<file path="src/rtl/alu_req_arbiter.sv">
// alu_req_arbiter: round-robin share of one ALU between two requesters, with a result timeout
module alu_req_arbiter #(
  parameter int WIDTH   = 16,
  parameter int TIMEOUT = 8
) (
  input  logic             clk_i,
  input  logic             rst_ni,
  input  logic             req0_valid_i,
  output logic             req0_ready_o,
  input  logic [WIDTH-1:0] req0_a_i,
  input  logic [WIDTH-1:0] req0_b_i,
  input  logic [3:0]       req0_fun_i,
  input  logic             req1_valid_i,
  output logic             req1_ready_o,
  input  logic [WIDTH-1:0] req1_a_i,
  input  logic [WIDTH-1:0] req1_b_i,
  input  logic [3:0]       req1_fun_i,
  output logic [WIDTH-1:0] alu_a_o,
  output logic [WIDTH-1:0] alu_b_o,
  output logic [3:0]       alu_fun_o,
  output logic             alu_en_o,
  input  logic [WIDTH-1:0] alu_out_i,
  input  logic             alu_out_valid_i,
  output logic             rsp_valid_o,
  input  logic             rsp_ready_i,
  output logic             rsp_id_o,
  output logic [WIDTH-1:0] rsp_data_o,
  output logic             rsp_err_o,
  output logic             busy_o
);
  localparam int CW = (TIMEOUT > 2) ? $clog2(TIMEOUT) : 1;
  localparam logic [CW-1:0] CNT_LAST = CW'(TIMEOUT - 1);
  typedef enum logic [1:0] {IDLE, ISSUE, WAIT, RESP} state_e;
  state_e           state_q;
  logic [CW-1:0]    cnt_q;
  logic             last_q;
  logic             id_q;
  logic [WIDTH-1:0] alu_a_q;
  logic [WIDTH-1:0] alu_b_q;
  logic [3:0]       alu_fun_q;
  logic             alu_en_q;
  logic             rsp_valid_q;
  logic [WIDTH-1:0] rsp_data_q;
  logic             rsp_err_q;
  logic             busy_q;
  logic             win;
  logic             any_req;
  // win selects requester 1; on a tie the one that did not win last time goes
  assign win          = req1_valid_i & (~req0_valid_i | ~last_q);
  assign any_req      = req0_valid_i | req1_valid_i;
  assign req0_ready_o = rst_ni && state_q == IDLE && req0_valid_i && !win;
  assign req1_ready_o = rst_ni && state_q == IDLE && win;
  assign alu_a_o      = alu_a_q;
  assign alu_b_o      = alu_b_q;
  assign alu_fun_o    = alu_fun_q;
  assign alu_en_o     = alu_en_q;
  assign rsp_valid_o  = rsp_valid_q;
  assign rsp_id_o     = id_q;
  assign rsp_data_o   = rsp_data_q;
  assign rsp_err_o    = rsp_err_q;
  assign busy_o       = busy_q;
  always_ff @(posedge clk_i or negedge rst_ni) begin
    if (!rst_ni) begin
      state_q     <= IDLE;
      cnt_q       <= '0;
      last_q      <= 1'b1;
      id_q        <= 1'b0;
      alu_a_q     <= '0;
      alu_b_q     <= '0;
      alu_fun_q   <= '0;
      alu_en_q    <= 1'b0;
      rsp_valid_q <= 1'b0;
      rsp_data_q  <= '0;
      rsp_err_q   <= 1'b0;
      busy_q      <= 1'b0;
    end else begin
      alu_en_q <= 1'b0;
      case (state_q)
        IDLE: if (any_req) begin
          id_q      <= win;
          alu_a_q   <= win ? req1_a_i : req0_a_i;
          alu_b_q   <= win ? req1_b_i : req0_b_i;
          alu_fun_q <= win ? req1_fun_i : req0_fun_i;
          alu_en_q  <= 1'b1;
          busy_q    <= 1'b1;
          state_q   <= ISSUE;
        end
        ISSUE: begin
          cnt_q   <= '0;
          state_q <= WAIT;
        end
        // a result arriving on the last allowed cycle still beats the timeout
        WAIT: if (alu_out_valid_i) begin
          rsp_data_q  <= alu_out_i;
          rsp_err_q   <= 1'b0;
          rsp_valid_q <= 1'b1;
          state_q     <= RESP;
        end else if (cnt_q == CNT_LAST) begin
          rsp_data_q  <= '0;
          rsp_err_q   <= 1'b1;
          rsp_valid_q <= 1'b1;
          state_q     <= RESP;
        end else begin
          cnt_q <= cnt_q + 1'b1;
        end
        RESP: if (rsp_ready_i) begin
          rsp_valid_q <= 1'b0;
          busy_q      <= 1'b0;
          last_q      <= id_q;
          state_q     <= IDLE;
        end
        default: state_q <= IDLE;
      endcase
    end
  end
endmodule

</file>
<file path="config.mk">
export PLATFORM = sky130hd
export DESIGN_NAME = alu_req_arbiter
export DESIGN_NICKNAME = d
export VERILOG_FILES = /design/src/rtl/alu_req_arbiter.sv
export SDC_FILE = /design/constraint.sdc
export NUM_CORES = 1
export LEC_CHECK = 0
export CAP_MARGIN = 20
export CORE_ASPECT_RATIO = 0.9
export CORE_UTILIZATION = 42
export DETAILED_ROUTE_END_ITERATION = 6
export GPL_TIMING_DRIVEN = 0
export PLACE_DENSITY = 0.89
export SLEW_MARGIN = 5
export SYNTH_ARGS = -nofsm -noshare
export SYNTH_HDL_FRONTEND = slang
export SYNTH_SLANG_ARGS = --single-unit
export TNS_END_PERCENT = 20
</file>
<file path="constraint.sdc">
create_clock -name clk_i -period 5.3 [get_ports clk_i]
set_input_delay 0.795 -clock clk_i [delete_from_list [all_inputs] [get_ports clk_i]]
set_output_delay 0.795 -clock clk_i [all_outputs]
set_load 0.01 [all_outputs]
</file>
# [Yosys cells after proc, flatten, opt, wreduce, memory -nomap -nowiden]
# Index checks and enable logic that the tools add are counted.
[totals] reg_bits=63 output_inout_bits=59
[classes] add_sub_neg=1 n_eq_ne=9 muxes=22 bitwise_logic=5 reduce_logical=17
[ops] operator="$mux 16" count=4
[ops] operator="$reduce_and 3->1" count=4
[ops] operator="$mux 2" count=4
[ops] operator="$ne 2x2->1 const B" count=4
[ops] operator="$pmux 2 s4" count=1
[ops] operator="$reduce_bool 2->1" count=4
[ops] operator="$mux 1" count=7
[ops] operator="$mux 3" count=2
[ops] operator="$pmux 3 s2" count=1
[ops] operator="$reduce_and 2->1" count=3
[ops] operator="$eq 2x2->1 const B" count=2
[ops] operator="$logic_and 1x1->1" count=4
[ops] operator="$mux 4" count=1
[ops] operator="$pmux 1 s2" count=2
[ops] operator="$add 3x1->3 const B" count=1
[ops] operator="$eq 3x3->1 const B" count=1
[ops] operator="$ne 3x3->1 const B" count=1
[ops] operator="$eq 2x1->1 const B" count=1
[ops] operator="$logic_not 2->1" count=1
[ops] operator="$not 1->1" count=2
[ops] operator="$or 1x1->1" count=2
[ops] operator="$and 1x1->1" count=1
[ops] operator="$logic_not 1->1" count=1

# [Depth between registers and ports, before layout]
[logic_depth] word_depth=5 ltp_mapped=7 mapped_depth_nobuf=6

# [Worst setup path after synthesis]
# Ideal clock, no wire load.
[synth_timing] path_kind="input-to-output" from="in req1_valid_i" to="out req1_ready_o" arrival_time_ns=1.512 t_required_ns=4.505 slack_ns=2.993 stages=4 cell_sequence="a21boi_2 -> buf_6 -> buf_6 -> and3_1"
[synth_between] elab_chain_len=2
[synth_rtl] element="start, declared" line_no="13" rtl="input logic req1_valid_i,"
[synth_rtl] element="$and 1x1->1" line_no="49" rtl="assign win = req1_valid_i & (~req0_valid_i | ~last_q);"
[synth_rtl] element="$logic_and 1x1->1" line_no="52" rtl="assign req1_ready_o = rst_ni && state_q == IDLE && win;"
[synth_rtl] element="end, declared" line_no="14" rtl="output logic req1_ready_o,"
# Every way passes these cells.

# [Worst setup path in the final report]
# Ends and elaborated chain as after synthesis.

==> metrics.md <==
| Metric | Value |
|---|---|
| Status | `complete, no violations` |
| Crit path largest cell delay | `0.53 ns` |
| Hold Vio Cnt, Final | `0` |
| Via count | `2462` |
| TritonCTS clock tree | `built` |
| Worst path depth | `6` |
| Diode count | `0` |
| DRT Wirelength | `7.711 mm` |
| Reg clk slew, reported paths | `around 0.06 ns` |
| Die span in x | `88.15 um` |
| Post-synth EDFFs | `0` |
| Die area | `0.007010 sq mm` |
| Rows | `27` |
| CTS max path bufs | `2` |
| Count leader, synth | `dfrtp_1` |
| Routing usage on met3 | `between 4 and 5%` |
| Max Slew Vio Count | `0` |
| Largest net degree at the start of global routing | `between 60 and 70` |
| First-pass GRT wire length | `around 12 mm` |
| Drt first pass iters | `4` |
| Drt drc | `0` |
| Total GRT Usage | `22.77%` |
| Met1 Usage GRT | `between 20% and 30%` |
| Initial Util | `between 40% and 50%` |
| Total negative slack | `0 ns` |
| DP HPWL | `5.904 mm` |
| Routed Antenna Nets | `0` |
| Layout cells sized above 1 | `9.223%` |
| Slew Limit Headroom | `46.05%` |
| Initial antenna violation count | `0` |
| Min Tclk post-route | `about 3.5 ns` |
| Mapped Cells | `244` |
| Asr flop ratio synth | `100.0%` |
| Setup-failing EPs final | `0` |
| Hold crit path type | `flop to flop` |
| CP arrival | `between 2 and 3 ns` |
| Peak supply drop | `272.4 uV` |
| Register area share after synthesis | `a little under three fifths` |
| TritonCTS Buffers | `9` |
| CP bufs+invs | `4` |
| Pleak | `2.094 nW` |
| # Max-Cap Violations | `0` |
| GRT busiest layer | `met2` |
| Vias per cell | `4.934` |
| PortBufs | `152` |
| Number of global-route vias before repair | `about 2.5k` |
| Critical path's slowest cell | `clkdlybuf4s50_1` |
| I/O pins | `153` |
| H-tree Lvls | `3` |
| Synth area leader | `dfrtp_1` |
| Die Span Y | `79.53 um` |
| Req. time, crit path | `4.51 ns` |
| Crit Path Class | `input port to primary output` |
| WHS Path Cells | `2` |
| Post-CTS Hold Buffers | `0` |
| M2 GR Usage | `roughly two fifths` |
| Synth cell count leaders | `dfrtp_1 (62), mux2i_1 (37), nand2_1 (37), o21ai_0 (31), a22o_1 (20)` |
| Clock sinks | `63` |
| Crit Path Max Fanout | `10` |
| Top FF cell, synth | `dfrtp_1` |
| Setup Skew | `0.006506 ns` |
| Post-cts resize count | `0` |
| # nets final | `approximately 500` |
| Post CTS Setup Buffer Count | `0` |
| Top cell type's share of synthesized area | `55.31%` |
| Worst setup EP type | `primary output` |
| Distinct cells, synth | `29` |
| Worst-Margin Slew | `0.8093 ns` |
| Clock Latency Late Sink | `0.33 ns` |
| Wire length per cell | `15.45 um` |
| Drt initial violations | `55` |
| Syn_area_per_cell | `11.50 sq um` |
| Final period util | `between 60% and 70%` |
| Net Count, Synth | `344` |
| Overall power | `about 0.0024 W` |
| Fmax | `0.2858 GHz` |
| Ys Warns | `0` |
| FF+latch count, synth | `63` |
| Area Growth Syn to Fin | `65.97%` |
| RD Place Congestion | `0.7724` |
| Startpoint Class | `input port` |
| GRT Residual Overflow | `0` |
| PD cells | `521.5 mW/mm^2` |
| RSZ-0062 raised after global routing | `no` |
| R2R cell count | `5` |
| CP Cell Sequence | `clkdlybuf4s50_1 > a21boi_2 > buf_6 > buf_6 > and3_1 > clkdlybuf4s50_1` |
| Core area | `0.006284 sq mm` |
| Top delay family on crit path | `buffers and inverters` |
| CTS root buf | `clkbuf_8` |
| Mapped cell area | `0.002805 sq mm` |
| Area contributors post-synth | `dfrtp_1 (55%), mux2i_1 (13%), a22o_1 (6.2%), o21ai_0 (5.5%), nand2_1 (5.0%)` |
==> metrics by stage <==
stage	setup WS [ns]	cell area (sq um)	hold WS, ns	std cells	utilization (%)
global route	1.698	4656	0.5026	499	74.09
finish	1.801	4656	0.4771	499	74.09
detailed placement	1.803	4433	0.4705	483	70.55
CTS	1.772	4656	0.4844	499	74.09
floorplan	2.993	2805	0.4876	244	-
global placement	0.1950	4436	0.4596	483	70.59
==> cell families after synthesis <==
kind of cell,Yosys count,synth area share [%]
xor gates and xnor gates,1,0.3123
DFF,63,56.24
and+or+nand+nor,47,6.735
AOI/OAI and AO/OA,66,15.25
buffers and inverters,20,3.969
muxes,41,14.81
adders and majority gates,6,2.676
==> flip-flops by register name (all words and copies together) (netlist names) <==
signal,flops
last_q,1
alu_fun_o,4
rsp_valid_o,1
rsp_err_o,1
alu_a_o,16
cnt_q,3
alu_b_o,16
busy_o,1
state_q,2
alu_en_o,1
rsp_id_o,1
rsp_data_o,16
==> metal layers <==
layer	up-vias	wire length, um	share of wire (%)
li1	1191	-	-
met1	1174	2980	39
met2	87	4090	53
met3	10	522	6.8
met4	0	118	1.5
met5	-	0	0
==> worst paths after layout <==
path,endpoint,slack (ns),startpoint
worst max-delay path,req1_ready_o,1.80,req1_valid_i
worst min-delay path,alu_a_o[5],0.48,alu_a_o[5]
worst max register to register,cnt_q[1],3.41,cnt_q[0]
worst min register to register,alu_a_o[5],0.48,alu_a_o[5]
max in group asynchronous,alu_a_o[15],4.22,rst_ni
min in group asynchronous,alu_en_o,0.54,rst_ni
==> power by group <==
group          switching (W)  leakage (nW)  total (W)  internal (W)
clock               0.000185         0.110   0.000463      0.000278
combinational       0.000494          1.21    0.00112      0.000631
sequential          0.000128         0.780   0.000840      0.000712
==> worst register-to-register path, delay by kind of cell (launching register included) <==
kind                       cells  cell delay (ns)
and+or+nand+nor                1             0.32
muxes                          1             0.38
adders and majority gates      2             0.44
DFF                            1             0.41
AOI/OAI and AO/OA              1             0.23
==> cells in the final DEF, fill, tap and decap left out, types with 2 or more instances in the layout <==
master / Yosys / final
o21ai_0: 31 / 31
buf_6: 2 / 2
clkdlybuf4s50_1: 0 / 151
a22o_1: 20 / 20
mux2i_1: 37 / 37
nand2_1: 37 / 37
dfrtp_1: 62 / 62
clkbuf_1: 1 / 2
buf_2: 9 / 9
mux2_2: 4 / 4
ha_1: 6 / 6
buf_4: 2 / 3
clkbuf_8: 0 / 10
a21oi_1: 2 / 2
o21ai_1: 7 / 7
nor2_1: 5 / 5
inv_1: 4 / 4
bufinv_16: 0 / 2
clkbuf_2: 2 / 2
==> area by class of cell <==
class | count | area (sq um)
plain buffers | 16 | 96.34
clock buffers | 11 | 141.4
clock inverters | 5 | 81.33
fillers | 471 | 1628
inverters | 4 | 15.01
multi-input cells | 161 | 1116
flip-flops and latches | 63 | 1578
well taps | 87 | 108.9
repair buffers | 152 | 1519
No activity file was read; power rests on OpenSTA's default activity.
